[config.mk]
export PLATFORM = sky130hd
export DESIGN_NAME = pir_alarm_ctrl
export DESIGN_NICKNAME = d
export VERILOG_FILES = /design/src/rtl/pir_alarm_ctrl.sv
export SDC_FILE = /design/constraint.sdc
export NUM_CORES = 1
export LEC_CHECK = 0
export CAP_MARGIN = 20
export CORE_MARGIN = 4
export CORE_UTILIZATION = 45
export DETAILED_ROUTE_END_ITERATION = 10
export GPL_ROUTABILITY_DRIVEN = 0
export MAX_ROUTING_LAYER = met4
export PLACE_DENSITY = 0.74
export SETUP_SLACK_MARGIN = 0.15
export SYNTH_ARGS = -nofsm -noshare
export SYNTH_HDL_FRONTEND = slang
export SYNTH_SLANG_ARGS = --single-unit
[constraint.sdc]
create_clock -name clk_i -period 5 [get_ports clk_i]
set_input_delay 1 -clock clk_i [delete_from_list [all_inputs] [get_ports clk_i]]
set_output_delay 1 -clock clk_i [all_outputs]
set_load 0.005 [all_outputs]
[src/rtl/pir_alarm_ctrl.sv]
// PIR motion alarm controller: per-channel threshold debounce, an armed/alarm FSM with
// a buzzer timer and sticky trigger LEDs, and a small first-word-fall-through event log
// recording why each alarm ended and which channels fired.
module pir_alarm_ctrl #(
    parameter int unsigned NUM_SENSORS = 3,
    parameter int unsigned SAMPLE_W    = 7,
    parameter int unsigned THRESHOLD   = 50,
    parameter int unsigned DEBOUNCE    = 4,
    parameter int unsigned BUZZ_CYCLES = 100,
    parameter int unsigned LOG_DEPTH   = 8
) (
    input  logic                                 clk_i,
    input  logic                                 rst_ni,
    input  logic                                 arm_i,
    input  logic                                 stop_alarm_i,
    input  logic [NUM_SENSORS*SAMPLE_W-1:0]      sensor_data_i,
    output logic [NUM_SENSORS-1:0]               led_o,
    output logic                                 buzzer_o,
    output logic [$clog2(NUM_SENSORS+1)-1:0]     trig_count_o,
    input  logic                                 log_rd_en_i,
    output logic [NUM_SENSORS:0]                 log_rd_data_o,
    output logic                                 log_empty_o,
    output logic                                 log_full_o,
    output logic [7:0]                           log_ovf_o
);

    localparam int unsigned CntW = $clog2(DEBOUNCE + 1);
    localparam int unsigned TmrW = $clog2(BUZZ_CYCLES + 1);
    localparam int unsigned TcW  = $clog2(NUM_SENSORS + 1);
    localparam int unsigned PtrW = $clog2(LOG_DEPTH);
    localparam int unsigned LogW = NUM_SENSORS + 1;

    localparam logic [SAMPLE_W-1:0] Thr     = SAMPLE_W'(THRESHOLD);
    localparam logic [CntW-1:0]     CntFull = CntW'(DEBOUNCE);
    localparam logic [TmrW-1:0]     TmrLast = TmrW'(BUZZ_CYCLES - 1);

    typedef enum logic [1:0] {
        StDisarmed,
        StIdle,
        StAlarm,
        StClear
    } state_e;

    state_e                 state_q;
    logic [NUM_SENSORS-1:0] hot;
    logic [NUM_SENSORS-1:0] led_q;
    logic                   buzzer_q;
    logic [TcW-1:0]         tc_q;
    logic [TmrW-1:0]        timer_q;

    // ------------------------------------------------------------------
    // Per-channel debounce
    // ------------------------------------------------------------------
    for (genvar g = 0; g < NUM_SENSORS; g++) begin : g_chan
        logic [SAMPLE_W-1:0] sample;
        logic [CntW-1:0]     cnt_q, cnt_d;
        logic                hot_q;

        assign sample = sensor_data_i[g*SAMPLE_W +: SAMPLE_W];
        assign hot[g] = hot_q;

        // Count consecutive above-threshold cycles; frozen at zero while disarmed.
        always_comb begin
            if (state_q == StDisarmed || sample < Thr) begin
                cnt_d = '0;
            end else if (cnt_q == CntFull) begin
                cnt_d = cnt_q;
            end else begin
                cnt_d = cnt_q + 1'b1;
            end
        end

        // Counter and registered hot flag.
        always_ff @(posedge clk_i) begin
            if (!rst_ni) begin
                cnt_q <= '0;
                hot_q <= 1'b0;
            end else begin
                cnt_q <= cnt_d;
                hot_q <= (cnt_d == CntFull);
            end
        end
    end

    // ------------------------------------------------------------------
    // Alarm FSM
    // ------------------------------------------------------------------
    function automatic logic [TcW-1:0] popcnt(input logic [NUM_SENSORS-1:0] v);
        logic [TcW-1:0] n;
        n = '0;
        for (int i = 0; i < NUM_SENSORS; i++) begin
            n = n + TcW'(v[i]);
        end
        return n;
    endfunction

    logic                   timer_done;
    logic                   alarm_end;
    logic [NUM_SENSORS-1:0] led_sticky;
    logic                   log_wr;
    logic [LogW-1:0]        log_wdata;

    // stop_alarm wins over timer expiry, so cause is simply the stop input.
    always_comb begin
        timer_done = (timer_q == TmrLast);
        alarm_end  = (state_q == StAlarm) && (stop_alarm_i || timer_done);
        led_sticky = led_q | hot;
        log_wr     = arm_i && alarm_end;
        log_wdata  = {stop_alarm_i, led_sticky};
    end

    // State transitions with registered led/buzzer/trig_count/timer.
    always_ff @(posedge clk_i) begin
        if (!rst_ni) begin
            state_q  <= StDisarmed;
            led_q    <= '0;
            buzzer_q <= 1'b0;
            tc_q     <= '0;
            timer_q  <= '0;
        end else if (!arm_i) begin
            state_q  <= StDisarmed;
            led_q    <= '0;
            buzzer_q <= 1'b0;
            tc_q     <= '0;
            timer_q  <= '0;
        end else begin
            unique case (state_q)
                StDisarmed: begin
                    state_q <= StIdle;
                end
                StIdle: begin
                    if (|hot) begin
                        state_q  <= StAlarm;
                        led_q    <= hot;
                        tc_q     <= popcnt(hot);
                        buzzer_q <= 1'b1;
                        timer_q  <= '0;
                    end
                end
                StAlarm: begin
                    if (alarm_end) begin
                        state_q  <= StClear;
                        led_q    <= '0;
                        tc_q     <= '0;
                        buzzer_q <= 1'b0;
                        timer_q  <= '0;
                    end else begin
                        led_q   <= led_sticky;
                        tc_q    <= popcnt(led_sticky);
                        timer_q <= timer_q + 1'b1;
                    end
                end
                StClear: begin
                    state_q <= StIdle;
                end
                default: begin
                    state_q <= StDisarmed;
                end
            endcase
        end
    end

    assign led_o        = led_q;
    assign buzzer_o     = buzzer_q;
    assign trig_count_o = tc_q;

    // ------------------------------------------------------------------
    // Event log FIFO (first-word fall-through)
    // ------------------------------------------------------------------
    logic [LogW-1:0] mem_q [LOG_DEPTH];
    logic [PtrW:0]   wr_ptr_q, rd_ptr_q;
    logic [7:0]      ovf_q;
    logic            empty, full, pop, push, drop;

    // A full FIFO still accepts a write when the same cycle frees a slot.
    always_comb begin
        empty = (wr_ptr_q == rd_ptr_q);
        full  = (wr_ptr_q[PtrW] != rd_ptr_q[PtrW]) &&
                (wr_ptr_q[PtrW-1:0] == rd_ptr_q[PtrW-1:0]);
        pop   = log_rd_en_i && !empty;
        push  = log_wr && (!full || pop);
        drop  = log_wr && full && !pop;
    end

    // Pointers and overflow counter.
    always_ff @(posedge clk_i) begin
        if (!rst_ni) begin
            wr_ptr_q <= '0;
            rd_ptr_q <= '0;
            ovf_q    <= '0;
        end else begin
            if (push) begin
                wr_ptr_q <= wr_ptr_q + 1'b1;
            end
            if (pop) begin
                rd_ptr_q <= rd_ptr_q + 1'b1;
            end
            if (drop && ovf_q != 8'hFF) begin
                ovf_q <= ovf_q + 1'b1;
            end
        end
    end

    // Storage; contents are only visible through the empty-gated read port.
    always_ff @(posedge clk_i) begin
        if (rst_ni && push) begin
            mem_q[wr_ptr_q[PtrW-1:0]] <= log_wdata;
        end
    end

    assign log_rd_data_o = empty ? '0 : mem_q[rd_ptr_q[PtrW-1:0]];
    assign log_empty_o   = empty;
    assign log_full_o    = full;
    assign log_ovf_o     = ovf_q;

endmodule

==> results.md, run 1 <==
* Critical Path Start Type: flip-flop
* All-Layer GR Usage at 0.147
* Worst Path Buf+Inv at 1
* Die Area at between 9000 and 10000 um^2
* Hold crit path type: flip-flop to flip-flop
* Slowest stage delay, CP at about 800 ps
* Buffer depth of the longest clock path at 2
* Row count at 33
* Yosys synthesis warning count at 0
* Critical Path RT at 4000 ps
* RSZ-0062 raised after global routing: no
* Io pins at 46
* Final ANT Viol Nets at 0
* First-pass GRT wire length at 11.4 mm
* 1st-pass router iterations at 4
* Yosys cell types at between 50 and 60
* CTS H-tree lvls at 3
* Top Family by Delay on Critical Path: simple AND/OR/NAND/NOR gates
* Fin area at 4460 um^2
* CTS tree: built
* Relative slew slack at 0.409
* Setup repair bufs after CTS at 0
* Number of global-route vias before repair at ~2500
* Drt wl/cell at 14.0 um
* Setup TNS at 0 ps
* Die Span X at between 90 and 100 um
* Inserted Diodes at 0
* Leakage Power at between 1 and 1.5 nW
* Starting Density at 0.461
* Placed Instance Area at approximately 4300 um^2
* Status: completed
* Netlist Area Pre-Place at 3770 um^2
* Top fanout value on the critical path at 11
* CTS resizes at 0
* Worst path cell trace: xor2_1, nor4_1, clkdlybuf4s50_1
* Crit path DAT at around 2500 ps
* Number of nets in the layout at 420
* Clock Pin Slew Worst Setup and Hold Paths at 80 ps
* Endpoints failing hold at 0
* Flop2flop setup slack at between 2000 and 3000 ps
* DR vias at between 2000 and 3000
* Post-Synthesis Cells at 334
* Skew final at between 10 and 15 ps
* Crit share post-route at 0.706
* Crit. End Element: primary output
* Iter 0 DRT Violations at between 70 and 80
* Post-Syn Nets at 375
* Asr flop ratio synth at 0
* Root Driver: clkbuf_8
* Fill count at between 700 and 800
* Grt total ovfl at 0
* Layout cells sized above 1 at 0.0964
* Peak supply drop at about 0.12 mV
* Hold buffers post-CTS at 0
* Setup violators final at 0
* Sequential area share after synthesis at 0.500
* Min Tclk post-route at roughly 3500 ps
* Syn avg cell area at roughly 11 um^2
* Fmax at ~280 MHz
* Total power at approximately 1.1 mW
* Initial antenna violation count at 0
* Largest net degree at the start of global routing at 32
* Area of the core at approximately 8000 um^2
* Post-route DRC at 0
* Commonest register cell after synthesis: dfxtp_1
* CTS Sinks at 78
* Power density cells at 254 nW/um^2
* Synth-to-Final Area Change at 18.3%
* Dpl hpwl at 5.13 mm
* Post-synth EDFFs at 32
* Vias per cell at roughly 5.3
* CTS Buf Count at 9
* Worst slew pin tran at just under 900 ps
* DRT Wirelength at 6.84 mm
* Final Slew Violations at 0
* Synth Register Bits at approximately 80
* Max Cap Viol at 0
* Die Span Y at 99.5 um
* Final core occ at 0.545
* Kind of critical path: flip-flop to primary output
* Number of port buffers at 42
* Clk Latency, worst-skew pair at 340 ps
* Slowest CP cell: nor4_1
stage by stage:
step | hold slack (ps) | std cells | setup WS, ps
floorplan | 462 | 334 | 2570
detailed placement | 488 | 473 | 1550
CTS | 509 | 489 | 1450
global placement | 485 | 473 | 1570
finish | 503 | 489 | 1470
global route | 525 | 489 | 1360
worst register-to-register path: stages, from the launching register on:
cell,delay [ps]
dfxtp_1,400
ha_1,320
and4_1,270
a21o_1,230
o21ai_4,140
nor4_1,750
flip-flops by register name, summed over array words and instances, names as in the netlist, named ones only:
| name | count |
|---|---|
| state_q | 2 |
| g_chan.hot_q | 3 |
| trig_count_o | 2 |
| buzzer_o | 1 |
| wr_ptr_q | 4 |
| mem_q | 32 |
| g_chan.cnt_q | 9 |
| log_ovf_o | 8 |
| led_o | 3 |
| rd_ptr_q | 4 |
| timer_q | 7 |
cell usage after synthesis, drive strengths merged, types with 8 or more instances:
| cell | instances | area [um^2] |
|---|---|---|
| a21oi | 8 | 43.8 |
| edfxtp | 32 | 961 |
| o21ai | 11 | 66.3 |
| nor2 | 31 | 116 |
| xnor2 | 10 | 87.6 |
| nor4 | 9 | 71.3 |
| nand2b | 12 | 75.1 |
| ha | 13 | 163 |
| inv | 21 | 78.8 |
| mux4 | 8 | 180 |
| dfxtp | 46 | 921 |
| nand2 | 25 | 93.8 |
| mux2i | 20 | 200 |
| nor3 | 12 | 60.1 |
power breakdown:
| group | internal, mW | leakage (nW) | total, mW | switching, mW |
|---|---|---|---|---|
| combinational | 0.0355 | 0.767 | 0.0689 | 0.0334 |
| sequential | 0.661 | 0.644 | 0.666 | 0.00436 |
| clock | 0.178 | 0.0820 | 0.398 | 0.220 |
| total | 0.875 | 1.49 | 1.13 | 0.258 |
cells by family after synthesis:
kind of cell,synth area share
AOI/OAI and AO/OA,0.0880
xor gates and xnor gates,0.0345
and+or+nand+nor,0.189
DFF,0.500
adders and majority gates,0.0538
muxes,0.104
buffers and inverters,0.0309
placed cells by master (no fill, tap or decap), drive strengths merged, types with 4 or more instances in the layout:
master         Yosys  layout
ha                13      13
nand3              6       6
xnor2             10      10
inv               21      21
clkinv             0       4
mux2i             20      20
nor2              31      31
clkbuf             5      10
and3               4       4
nor4               9       9
nand2b            12      12
nor4b              6       6
xor2               4       4
dfxtp             46      46
mux4               8       8
edfxtp            32      32
nand2             25      25
nor3b              4       4
nor3              12      12
clkdlybuf4s50      0      42
nand4              6       6
a21oi              8       8
o21ai             11      11
metal layers:
layer | track usage | part of all wire | wire length, um
met1 | 0.165 | 0.43 | 2940
met2 | 0.253 | 0.50 | 3450
met3 | 0.0295 | 0.046 | 317
met4 | 0.0672 | 0.020 | 135
met5 | - | 0 | 0
area by class of cell:
| type | instances | area (um^2) | share of cell area |
|---|---|---|---|
| tap | 105 | 131 | 0.0295 |
| sequential | 78 | 1880 | 0.422 |
| timing repair buffer | 43 | 428 | 0.0960 |
| inverter | 21 | 78.8 | 0.0177 |
| clock inverter | 6 | 38.8 | 0.00871 |
| multi-input combinational | 226 | 1770 | 0.397 |
| clock buffer | 10 | 128 | 0.0286 |
final timing paths:
path                   startpoint         endpoint  cells past startpoint
setup reg to reg       timer_q[0]      mem_q[4][1]                      5
hold / removal    trig_count_o[0]  trig_count_o[0]                      2
setup / recovery      wr_ptr_q[0]      log_empty_o                      3
hold reg to reg   trig_count_o[0]  trig_count_o[0]                      2
Note: power is estimated with default switching activity, not from simulation.
==> inputs of run 2 (changes only) <==
- PLACE_DENSITY: 0.74 -> 0.76
- clock period: 5 -> 2.9 ns (I/O delays scaled with it)
==> results.md, run 2 (same netlist as run 1, synthesis figures left out) <==
* Fill count at 703 (was 719)
* Max Used Layer: met4 (unchanged)
* Root Driver: clkbuf_8 (unchanged)
* Dpl hpwl at 5.23 mm (was 5.13 mm)
* Number of nets in the layout at 432 (was 420)
* CTS H-tree lvls at 3 (unchanged)
* Layout cells sized above 1 at 0.131 (was 0.0964)
* Area of the core at 8180 um^2 (unchanged)
* Post-route DRC at 0 (unchanged)
* Synth-to-Final Area Change at 22.5% (was 18.3%)
* Crit share post-route at 0.908
* Min Tclk post-route at between 2000 and 3000 ps
* Drt wl/cell at 13.9 um (was 14.0 um)
* Inserted Diodes at 0 (unchanged)
* DR vias at 2647 (was 2611)
* Die Area at 9900 um^2 (unchanged)
* WHS Path Cells at 2 (unchanged)
* Kind of critical path: flip-flop to primary output (unchanged)
* Power density cells at 470 nW/um^2 (was 254 nW/um^2)
* Commonest non-fill, non-tap cell in the layout: dfxtp_1 (unchanged)
* Initial antenna violation count at 0 (unchanged)
* Met1 WL at 3.13 mm (was 2.94 mm)
* Critical Path Start Type: flip-flop (unchanged)
* CTS Buf Count at 9 (unchanged)
* Final Slew Violations at 0 (unchanged)
* Number of port buffers at 42 (unchanged)
* Relative slew slack at 0.626 (was 0.409)
* First-pass GRT wire length at 11.4 mm (about the same)
* Starting Density at 0.461 (unchanged)
* WL met2 at 3.47 mm (was 3.45 mm)
* Max reg flops at 32 (unchanged)
* Clock Pin Slew Worst Setup and Hold Paths at 80 ps (about the same)
* Fmax at 380 MHz
* All-Layer GR Usage at 0.150 (was 0.147)
* Grt total ovfl at 0 (unchanged)
* Largest net degree at the start of global routing at 27 (was 32)
* Iter 0 DRT Violations at 47 (was 79)
* Endpoints failing hold at 0 (unchanged)
* Hold Path End: timer_q[1] (was trig_count_o[0])
* Status: completed (unchanged)
* Crit path DAT at 2050 ps (was 2530 ps)
* CTS Sinks at 78 (unchanged)
* HP Start: timer_q[1] (was trig_count_o[0])
* Die Span Y at 99.5 um (unchanged)
* Buffer depth of the longest clock path at 2 (unchanged)
* Row count at 33 (unchanged)
* DRT Wirelength at 6.98 mm (was 6.84 mm)
* R2R depth at 6 (was 5)
* Most frequent cells in the layout: dfxtp_1 (44), clkdlybuf4s50_1 (42), edfxtp_1 (32), nor2_1 (31), nand2_1 (25) (was dfxtp_1 (46), clkdlybuf4s50_1 (42), edfxtp_1 (32), nor2_1 (31), nand2_1 (25))
* Number of global-route vias before repair at 2485 (was 2535)
* Hold buffers post-CTS at 0 (unchanged)
* Setup violators final at 0 (unchanged)
* CTS tree: built (unchanged)
* Top fanout value on the critical path at 8 (was 11)
* Critical Path RT at 2320 ps (was 4000 ps)
* Max Cap Viol at 0 (unchanged)
* Peak supply drop at 0.280 mV (was 0.119 mV)
* Flop2flop setup slack at 840 ps (was 2520 ps)
* Setup TNS at 0 ps (unchanged)
* Worst slew pin tran at 556 ps (was 878 ps)
* Crit Reg-Reg Startpoint: timer_q[0] (unchanged)
* Final ANT Viol Nets at 0 (unchanged)
* Crit. End Element: primary output (unchanged)
* Io pins at 46 (unchanged)
* RSZ-0062 raised after global routing: no (unchanged)
* Leakage Power at 1.59 nW (was 1.49 nW)
* Hold crit path type: flip-flop to flip-flop (unchanged)
* 1st-pass router iterations at 4 (unchanged)
* Skew final at 8.68 ps (was 11.6 ps)
* Vias per cell at 5.28 (was 5.34)
* Met3 wire length at 309 um (was 317 um)
* FF-to-FF End: mem_q[4][3] (was mem_q[4][1])
* Clk Latency, worst-skew pair at 340 ps (about the same)
* Total power at 2.17 mW (was 1.13 mW)
* Setup repair bufs after CTS at 0 (unchanged)
* Die Span X at 99.5 um (unchanged)
[run 2: cell count changes in the layout (fill, tap and decap cells not counted), moves of 2 or more]
cell / previous run / this run
dfxtp_2: 0 / 2
clkinvlp_4: 2 / 0
clkinv_2: 3 / 1
buf_4: 1 / 12
dfxtp_1: 46 / 44
bufinv_16: 0 / 2
[run 2: layout make-up]
type	instances	area (um^2)	share of cell area
sequential	78	1880	0.408
tap	105	131	0.0285
clock buffer	11	141	0.0306
timing repair buffer	55	522	0.113
clock inverter	5	82.6	0.0179
multi-input combinational	226	1780	0.385
inverter	21	78.8	0.0171
[run 2: repair_timing]
item                                    4_1_cts  5_1_grt
endpoints found under the setup margin        5        6
gates resized for setup                       2        2
pin swaps                                     0        0
[run 2: how the worst max path moves through the flow]
stage	from	cells after the start	to	slack (ps)
finish	flip-flop	5	log_rd_data_o[1]	270
global route	flip-flop	5	log_rd_data_o[1]	170
CTS	wr_ptr_q[0]	4	log_empty_o	150
detailed placement	arm_i	6	mem_q[4][2]	410
global placement	arm_i	6	mem_q[4][2]	420
floorplan	timer_q[0]	5	mem_q[0][0]	830
[run 2: power breakdown]
part	total (mW)	switching (mW)	leakage, nW	internal [mW]
clock	0.899	0.389	0.113	0.510
sequential	1.15	0.00645	0.645	1.14
combinational	0.123	0.0594	0.832	0.0640
total	2.17	0.455	1.59	1.71
[run 2: worst max-delay path, stage by stage, from the launching register on]
cell and delay, ps:
dfxtp_1 330, buf_6 160, mux4_2 530, mux2i_1 190
nor2_1 60, clkdlybuf4s50_1 440
[run 2: routing by layer]
layer  vias to the layer above  global-route usage
li1                       1334                   -
met1                      1250               0.183
met2                        56               0.249
met3                         7              0.0337
met4                         0              0.0441
met5                         -                   -
[run 2: per-stage QoR]
| step | hold slack [ps] | utilization | cells | setup slack, ps | cell area, um^2 |
|---|---|---|---|---|---|
| 5_1_grt | 526 | 0.565 | 501 | 174 | 4620 |
| 3_5_place_dp | 490 | 0.536 | 485 | 412 | 4380 |
| 6_report | 503 | 0.565 | 501 | 266 | 4620 |
| 4_1_cts | 500 | 0.564 | 501 | 151 | 4610 |
| 2_1_floorplan | 462 | - | 334 | 832 | 3770 |
| 3_3_place_gp | 478 | 0.536 | 485 | 423 | 4380 |
==> inputs of run 3 (changes only) <==
- SLEW_MARGIN: not set -> 10
==> results of run 3 <==
Same layout as run 2: the final DEF is identical, and so are final timing and power.
